## src/rtl/sprite_blitter.sv

```systemverilog
// Sprite renderer: beam position -> sprite ROM address, palette lookup, fade/blink
// controller, and registered 4:4:4 RGB with a coverage flag for the compositor.
module sprite_blitter #(
  parameter int SPRITE_W     = 240,
  parameter int SPRITE_H     = 64,
  parameter int IDX_BITS     = 2,
  parameter int ROM_LAT      = 1,
  parameter int SCALE        = 0,
  parameter int TRANSP_IDX   = 0,
  parameter int FADE_FRAMES  = 4,
  parameter int BLINK_FRAMES = 30,
  localparam int ADDR_W      = $clog2(SPRITE_W * SPRITE_H)
) (
  input  logic                vga_clk,
  input  logic                reset,
  input  logic [9:0]          DrawX,
  input  logic [9:0]          DrawY,
  input  logic                blank,
  input  logic [9:0]          pos_x,
  input  logic [9:0]          pos_y,
  input  logic                frame_start,
  input  logic                start,
  input  logic                clear,
  input  logic                blink_en,
  output logic [ADDR_W-1:0]   rom_address,
  input  logic [IDX_BITS-1:0] rom_q,
  output logic [IDX_BITS-1:0] palette_index,
  input  logic [3:0]          pal_red,
  input  logic [3:0]          pal_green,
  input  logic [3:0]          pal_blue,
  output logic [3:0]          red,
  output logic [3:0]          green,
  output logic [3:0]          blue,
  output logic                pixel_on,
  output logic                active
);

  localparam int CNT_MAX = (FADE_FRAMES > BLINK_FRAMES) ? FADE_FRAMES : BLINK_FRAMES;
  localparam int CNT_W   = (CNT_MAX > 1) ? $clog2(CNT_MAX) : 1;
  localparam logic signed [10:0] W_LIM = 11'(SPRITE_W << SCALE);
  localparam logic signed [10:0] H_LIM = 11'(SPRITE_H << SCALE);

  typedef enum logic [1:0] {IDLE, FADE, SHOWN} state_t;

  // Brightness scale: (c * (lvl+1)) >> 4 on an 8-bit product; lvl 15 is identity.
  function automatic logic [3:0] fade_scale(input logic [3:0] c, input logic [3:0] lvl);
    logic [7:0] prod;
    prod = 8'(c) * (8'(lvl) + 8'd1);
    return 4'(prod >> 4);
  endfunction

  logic signed [10:0] rel_x, rel_y;
  logic [9:0]         src_x, src_y;
  logic               hit;

  logic [ROM_LAT-1:0] hit_dly_q, hit_dly_d;
  logic [ROM_LAT-1:0] blank_dly_q, blank_dly_d;
  logic               draw;

  logic [3:0]         red_q, red_d, green_q, green_d, blue_q, blue_d;
  logic               pixel_on_q, pixel_on_d;

  state_t             state_q, state_d;
  logic [3:0]         level_q, level_d;
  logic               visible_q, visible_d;
  logic [CNT_W-1:0]   cnt_q, cnt_d;

  // Stage 0: geometry and ROM address, combinational from the beam position
  always_comb begin
    rel_x = $signed({1'b0, DrawX}) - $signed({1'b0, pos_x});
    rel_y = $signed({1'b0, DrawY}) - $signed({1'b0, pos_y});
    hit   = !rel_x[10] && (rel_x < W_LIM) && !rel_y[10] && (rel_y < H_LIM);
    src_x = rel_x[9:0] >> SCALE;
    src_y = rel_y[9:0] >> SCALE;
    rom_address = hit ? (ADDR_W'(src_y) * ADDR_W'(SPRITE_W) + ADDR_W'(src_x)) : '0;
  end

  // Delay line keeps hit/blank aligned with rom_q
  always_comb begin
    hit_dly_d   = ROM_LAT'({hit_dly_q, hit});
    blank_dly_d = ROM_LAT'({blank_dly_q, blank});
  end

  // Output stage: transparency, visibility and fade applied to the palette colour
  always_comb begin
    draw = hit_dly_q[ROM_LAT-1] && blank_dly_q[ROM_LAT-1] &&
           (rom_q != IDX_BITS'(TRANSP_IDX)) && visible_q;
    red_d      = draw ? fade_scale(pal_red,   level_q) : 4'd0;
    green_d    = draw ? fade_scale(pal_green, level_q) : 4'd0;
    blue_d     = draw ? fade_scale(pal_blue,  level_q) : 4'd0;
    pixel_on_d = draw;
  end

  // Controller: clear beats start; all level/visible changes land on frame_start edges
  always_comb begin
    state_d   = state_q;
    level_d   = level_q;
    visible_d = visible_q;
    cnt_d     = cnt_q;
    if (clear) begin
      state_d   = IDLE;
      level_d   = 4'd0;
      visible_d = 1'b0;
      cnt_d     = '0;
    end else if (start) begin
      state_d   = FADE;
      level_d   = 4'd0;
      visible_d = 1'b1;
      cnt_d     = '0;
    end else begin
      case (state_q)
        IDLE: begin
          level_d   = 4'd0;
          visible_d = 1'b0;
          cnt_d     = '0;
        end
        FADE: begin
          visible_d = 1'b1;
          if (frame_start) begin
            if (cnt_q == CNT_W'(FADE_FRAMES - 1)) begin
              cnt_d   = '0;
              level_d = level_q + 4'd1;
              if (level_q == 4'd14) state_d = SHOWN;
            end else begin
              cnt_d = cnt_q + 1'b1;
            end
          end
        end
        SHOWN: begin
          level_d = 4'd15;
          if (!blink_en) begin
            visible_d = 1'b1;
            cnt_d     = '0;
          end else if (frame_start) begin
            if (cnt_q == CNT_W'(BLINK_FRAMES - 1)) begin
              cnt_d     = '0;
              visible_d = !visible_q;
            end else begin
              cnt_d = cnt_q + 1'b1;
            end
          end
        end
        default: state_d = IDLE;
      endcase
    end
  end

  always_ff @(posedge vga_clk or posedge reset) begin
    if (reset) begin
      hit_dly_q   <= '0;
      blank_dly_q <= '0;
      red_q       <= 4'd0;
      green_q     <= 4'd0;
      blue_q      <= 4'd0;
      pixel_on_q  <= 1'b0;
      state_q     <= IDLE;
      level_q     <= 4'd0;
      visible_q   <= 1'b0;
      cnt_q       <= '0;
    end else begin
      hit_dly_q   <= hit_dly_d;
      blank_dly_q <= blank_dly_d;
      red_q       <= red_d;
      green_q     <= green_d;
      blue_q      <= blue_d;
      pixel_on_q  <= pixel_on_d;
      state_q     <= state_d;
      level_q     <= level_d;
      visible_q   <= visible_d;
      cnt_q       <= cnt_d;
    end
  end

  assign palette_index = rom_q;
  assign red           = red_q;
  assign green         = green_q;
  assign blue          = blue_q;
  assign pixel_on      = pixel_on_q;
  assign active        = (state_q != IDLE);

endmodule

```

## config.mk

```make
export PLATFORM = sky130hd
export DESIGN_NAME = sprite_blitter
export DESIGN_NICKNAME = d
export VERILOG_FILES = /design/src/rtl/sprite_blitter.sv
export SDC_FILE = /design/constraint.sdc
export NUM_CORES = 1
export LEC_CHECK = 0
export CELL_PAD_IN_SITES_DETAIL_PLACEMENT = 1
export CELL_PAD_IN_SITES_GLOBAL_PLACEMENT = 1
export CORE_ASPECT_RATIO = 1.4
export CORE_MARGIN = 4
export CORE_UTILIZATION = 43
export CTS_CLUSTER_DIAMETER = 40
export CTS_CLUSTER_SIZE = 28
export DETAILED_ROUTE_END_ITERATION = 7
export PLACE_DENSITY = 0.9
export SYNTH_ARGS = -nofsm -noshare
export SYNTH_HDL_FRONTEND = slang
export SYNTH_SLANG_ARGS = --single-unit
```

## constraint.sdc

```tcl
create_clock -name vga_clk -period 9.3 [get_ports vga_clk]
set_clock_uncertainty 0.15 [all_clocks]
set_input_delay 0.93 -clock vga_clk [delete_from_list [all_inputs] [get_ports vga_clk]]
set_output_delay 0.93 -clock vga_clk [all_outputs]
set_load 0.05 [all_outputs]
```

==> metrics.csv, run 1 <==
stage;metric;value;unit
yosys;Synth Flop Type;dfrtp_1;
global_route;initial antenna violation count;0;
yosys;cell with the most instances after synthesis;inv_1;
yosys;synth top area cells;ha_1, dfrtp_1, fa_1, xnor2_1, inv_1;
pwr;Int Pwr;0.592;mW
timing;Setup violations, final;0;
route;final WL;12.7;mm
timing;Final WS setup;1.22;ns
hold_path;Hold Crit Class;reg -> reg;
setup_path;CP max stage delay;0.83;ns
outcome;outcome;completed;
timing;setup TNS;0;ns
yosys;sequential area share after synthesis;0.150;
clocking;hold buffers post-CTS;0;
global_route;GRT overflow;0;
yosys;Mean Syn Cell Area;8.18;µm²
yosys;number of flops mapped to enable cells by yosys;0;
timing;fin crit share;0.869;
global_route;largest net degree at the start of global routing;28;
clocking;CTS tree;done;
clocking;clk sinks;27;
timing;worst-margin pin slew;1.21;ns
clocking;clock transition at the registers of the reported paths;0.08;ns
timing;post-layout min period;8.08;ns
pwr;static leakage;2.70;nW
pwr;combinational fraction of design power;0.797;
yosys;share of async-settable or async-resettable flops after synthesis;1.00;
placement;IO buf count;90;
setup_path;Critical-path top delay cell;clkdlybuf4s50_1;
global_route;vias in the first global route;4759;
job;Max Cap Viol;0;
floorplan;Starting Density;0.438;
setup_path;CP Capture Type;primary output;
yosys;Post-Syn Instances;551;
placement;Placer Congestion;0.819;
global_route;first-pass GRT wire length;21.4;mm
floorplan;core box area;10300;µm²
pwr;sw power;0.527;mW
clocking;TritonCTS Buffers;3;
setup_path;critical path type;in -> out;
pwr;Clk pwr share;0.097;
floorplan;total die area;12200;µm²
clocking;clock latency on the worst-skew pair;0.27;ns
route;drc violations;0;
timing;RSZ-0062 raised after global routing;false;
clocking;htree depth;1;
route;Via Count;4169;
floorplan;die height;129;µm
placement;Post-Place Worst Slack;1.23;ns
setup_path;Worst Path Required;8.22;ns
setup_path;worst-path maximum fanout;6;
layout;nets;797;
layout;fraction of layout cells with a size suffix above 1;0.0408;
yosys;Synth Register Bits;27;
yosys;area share of the leading cell type in the synthesized netlist;0.200;
timing;achievable frequency;0.124;GHz
route;Pre-antenna DRT Iters;5;
yosys;synthesized cell area;4510;µm²
timing;Max Slew Vio Count;0;
timing;slew margin rel.;0.190;
setup_path;CP arrival;7.00;ns
floorplan;Die Width;94.6;µm
pwr;part of the power in registers;0.107;
layout;Layout Area Growth over Synthesis;24.8;%
route;1st-iter DRT viols;60;
pwr;final total power;1.12;mW
pwr;PwrDens;199;nW/µm²
clocking;Clock Root Buffer;clkbuf_16;
clocking;Post-CTS Setup Inserts;0;
yosys;leading area contributor after synthesis;ha_1;
pwr;Net Sw Frac;0.471;
layout;ant diodes;0;
yosys;Net Count, Synth;710;
route;Final ANT Viol Nets;0;
yosys;count of cell types in the netlist;56;
yosys;synth cell count leaders;inv_1, ha_1, nand2_1;
clocking;clock tree buffer depth;2;
yosys;Syn. warnings;0;
floorplan;num rows;44;
route;vias per cell;5.38;
clocking;PostCTS Resize Cnt;0;
timing;Final Hold Viols;0;
route;wire per inst;16.4;µm
placement;HPWL after detailed placement;11.0;mm
setup_path;Setup crit start kind;primary input;
global_route;GRT Resource Usage Total;0.218;
layout;fillcell total;1277;
pwr;Max VDD drop;0.159;mV
floorplan;num ports;91;
setup_path;crit-path cells;clkdlybuf4s50_1 > ha_1 > inv_1 > fa_1 > a21o_1 > a21oi_1 > xor2_1 > xor2_1 > ha_1 > inv_1 > fa_1 > inv_1 > ha_1 > or3b_2 > o311ai_0 > a311oi_1 > nand4b_1 > xnor2_1 > xnor2_1 > xnor3_1 > nor2_1 > clkdlybuf4s50_1;
## per-layer routing
layer	track usage	vias to the layer above	wire [µm]
met3	0.0221	43	440
met5	0	-	0
met4	0.107	0	592
li1	-	1990	-
met1	0.204	2022	4370
met2	0.450	114	7310
## state kept, by name, summed over array words and instances (netlist names)
name and count:
red 4, state_q 2, level_q 4, green 4, cnt_q 5, visible_q 1
blank_dly_q 1, blue 4, pixel_on 1, hit_dly_q 1
## layout make-up
type	count	area (µm²)	area share
clock inverters	1	8.76	0.00156
inverters	91	342	0.0607
clock buffers	3	75.1	0.0133
repair buffers	92	916	0.163
well taps	138	173	0.0307
flip-flops and latches	27	676	0.120
multi-input cells	423	3440	0.611
## path summary, 6_finish.rpt
kind	start	endpoint	slack, ns	cells after the start
min in group asynchronous	reset	cnt_q[3]	1.10	2
setup reg to reg	level_q[0]	blue[3]	4.54	15
hold reg to reg	cnt_q[4]	cnt_q[4]	0.41	2
max in group asynchronous	reset	blue[3]	7.22	2
setup / recovery	pos_y[0]	rom_address[13]	1.22	22
hold / removal	cnt_q[4]	cnt_q[4]	0.41	2
## metrics by stage
| stage | cell area (µm²) | hold WS [ns] | std cells | util |
|---|---|---|---|---|
| 5_1_grt | 5630 | 0.441 | 775 | 0.547 |
| 3_3_place_gp | 5550 | 0.364 | 771 | 0.539 |
| 3_5_place_dp | 5550 | 0.386 | 771 | 0.539 |
| 4_1_cts | 5630 | 0.410 | 775 | 0.547 |
| 2_1_floorplan | 4510 | 0.337 | 551 | - |
| 6_report | 5630 | 0.411 | 775 | 0.547 |
## worst max-delay path, delay by kind of cell
kind | cells | cell delay [ns]
adders and majority gates | 5 | 1.70
AOI/OAI and AO/OA | 4 | 0.64
buffers and inverters | 5 | 1.45
xor gates and xnor gates | 5 | 1.45
and+or+nand+nor | 3 | 0.81
## kinds of logic (layout without fill, tap and decap cells)
group	after synthesis	in the layout	share of synthesized area
flops	27	27	0.150
xor+xnor	49	49	0.101
compound gates	103	103	0.146
buf+inv	101	187	0.0874
mux	4	4	0.00916
fa+ha+maj	99	99	0.317
simple gates	168	168	0.189
## power groups by stage
stage	logic [mW]	clock network, mW	registers [mW]
floorplan	0.706	0	0.121
global placement	0.845	0	0.121
detailed placement	0.898	0	0.122
CTS	0.905	0.109	0.119
global route	1.00	0.115	0.119
finish	0.892	0.108	0.119
## layout by cell type, fill, tap and decap left out, drive strengths merged, types with 2 or more instances in the layout
cell type       n
inv            92
clkdlybuf4s50  90
ha             72
nand2          51
nor2           44
xnor2          40
a21oi          30
o21ai          30
dfrtp          27
fa             26
and2           15
nor2b          15
nor3            9
nand3           9
a21o            9
nand2b          8
xor2            7
o21a            6
o21bai          4
or3             4
a211oi          4
o22ai           3
o2111ai         3
and4            3
mux2i           3
clkbuf          3
a31oi           2
o31ai           2
o221ai          2
xnor3           2
buf             2
nand4           2
a311oi          2
No activity file was read; power rests on OpenSTA's default activity.
==> run 2, diff against run 1 <==
- GPL_ROUTABILITY_DRIVEN: unset -> 1
==> results of run 2 <==
No change in the layout: final DEF, timing and power equal those of run 1.
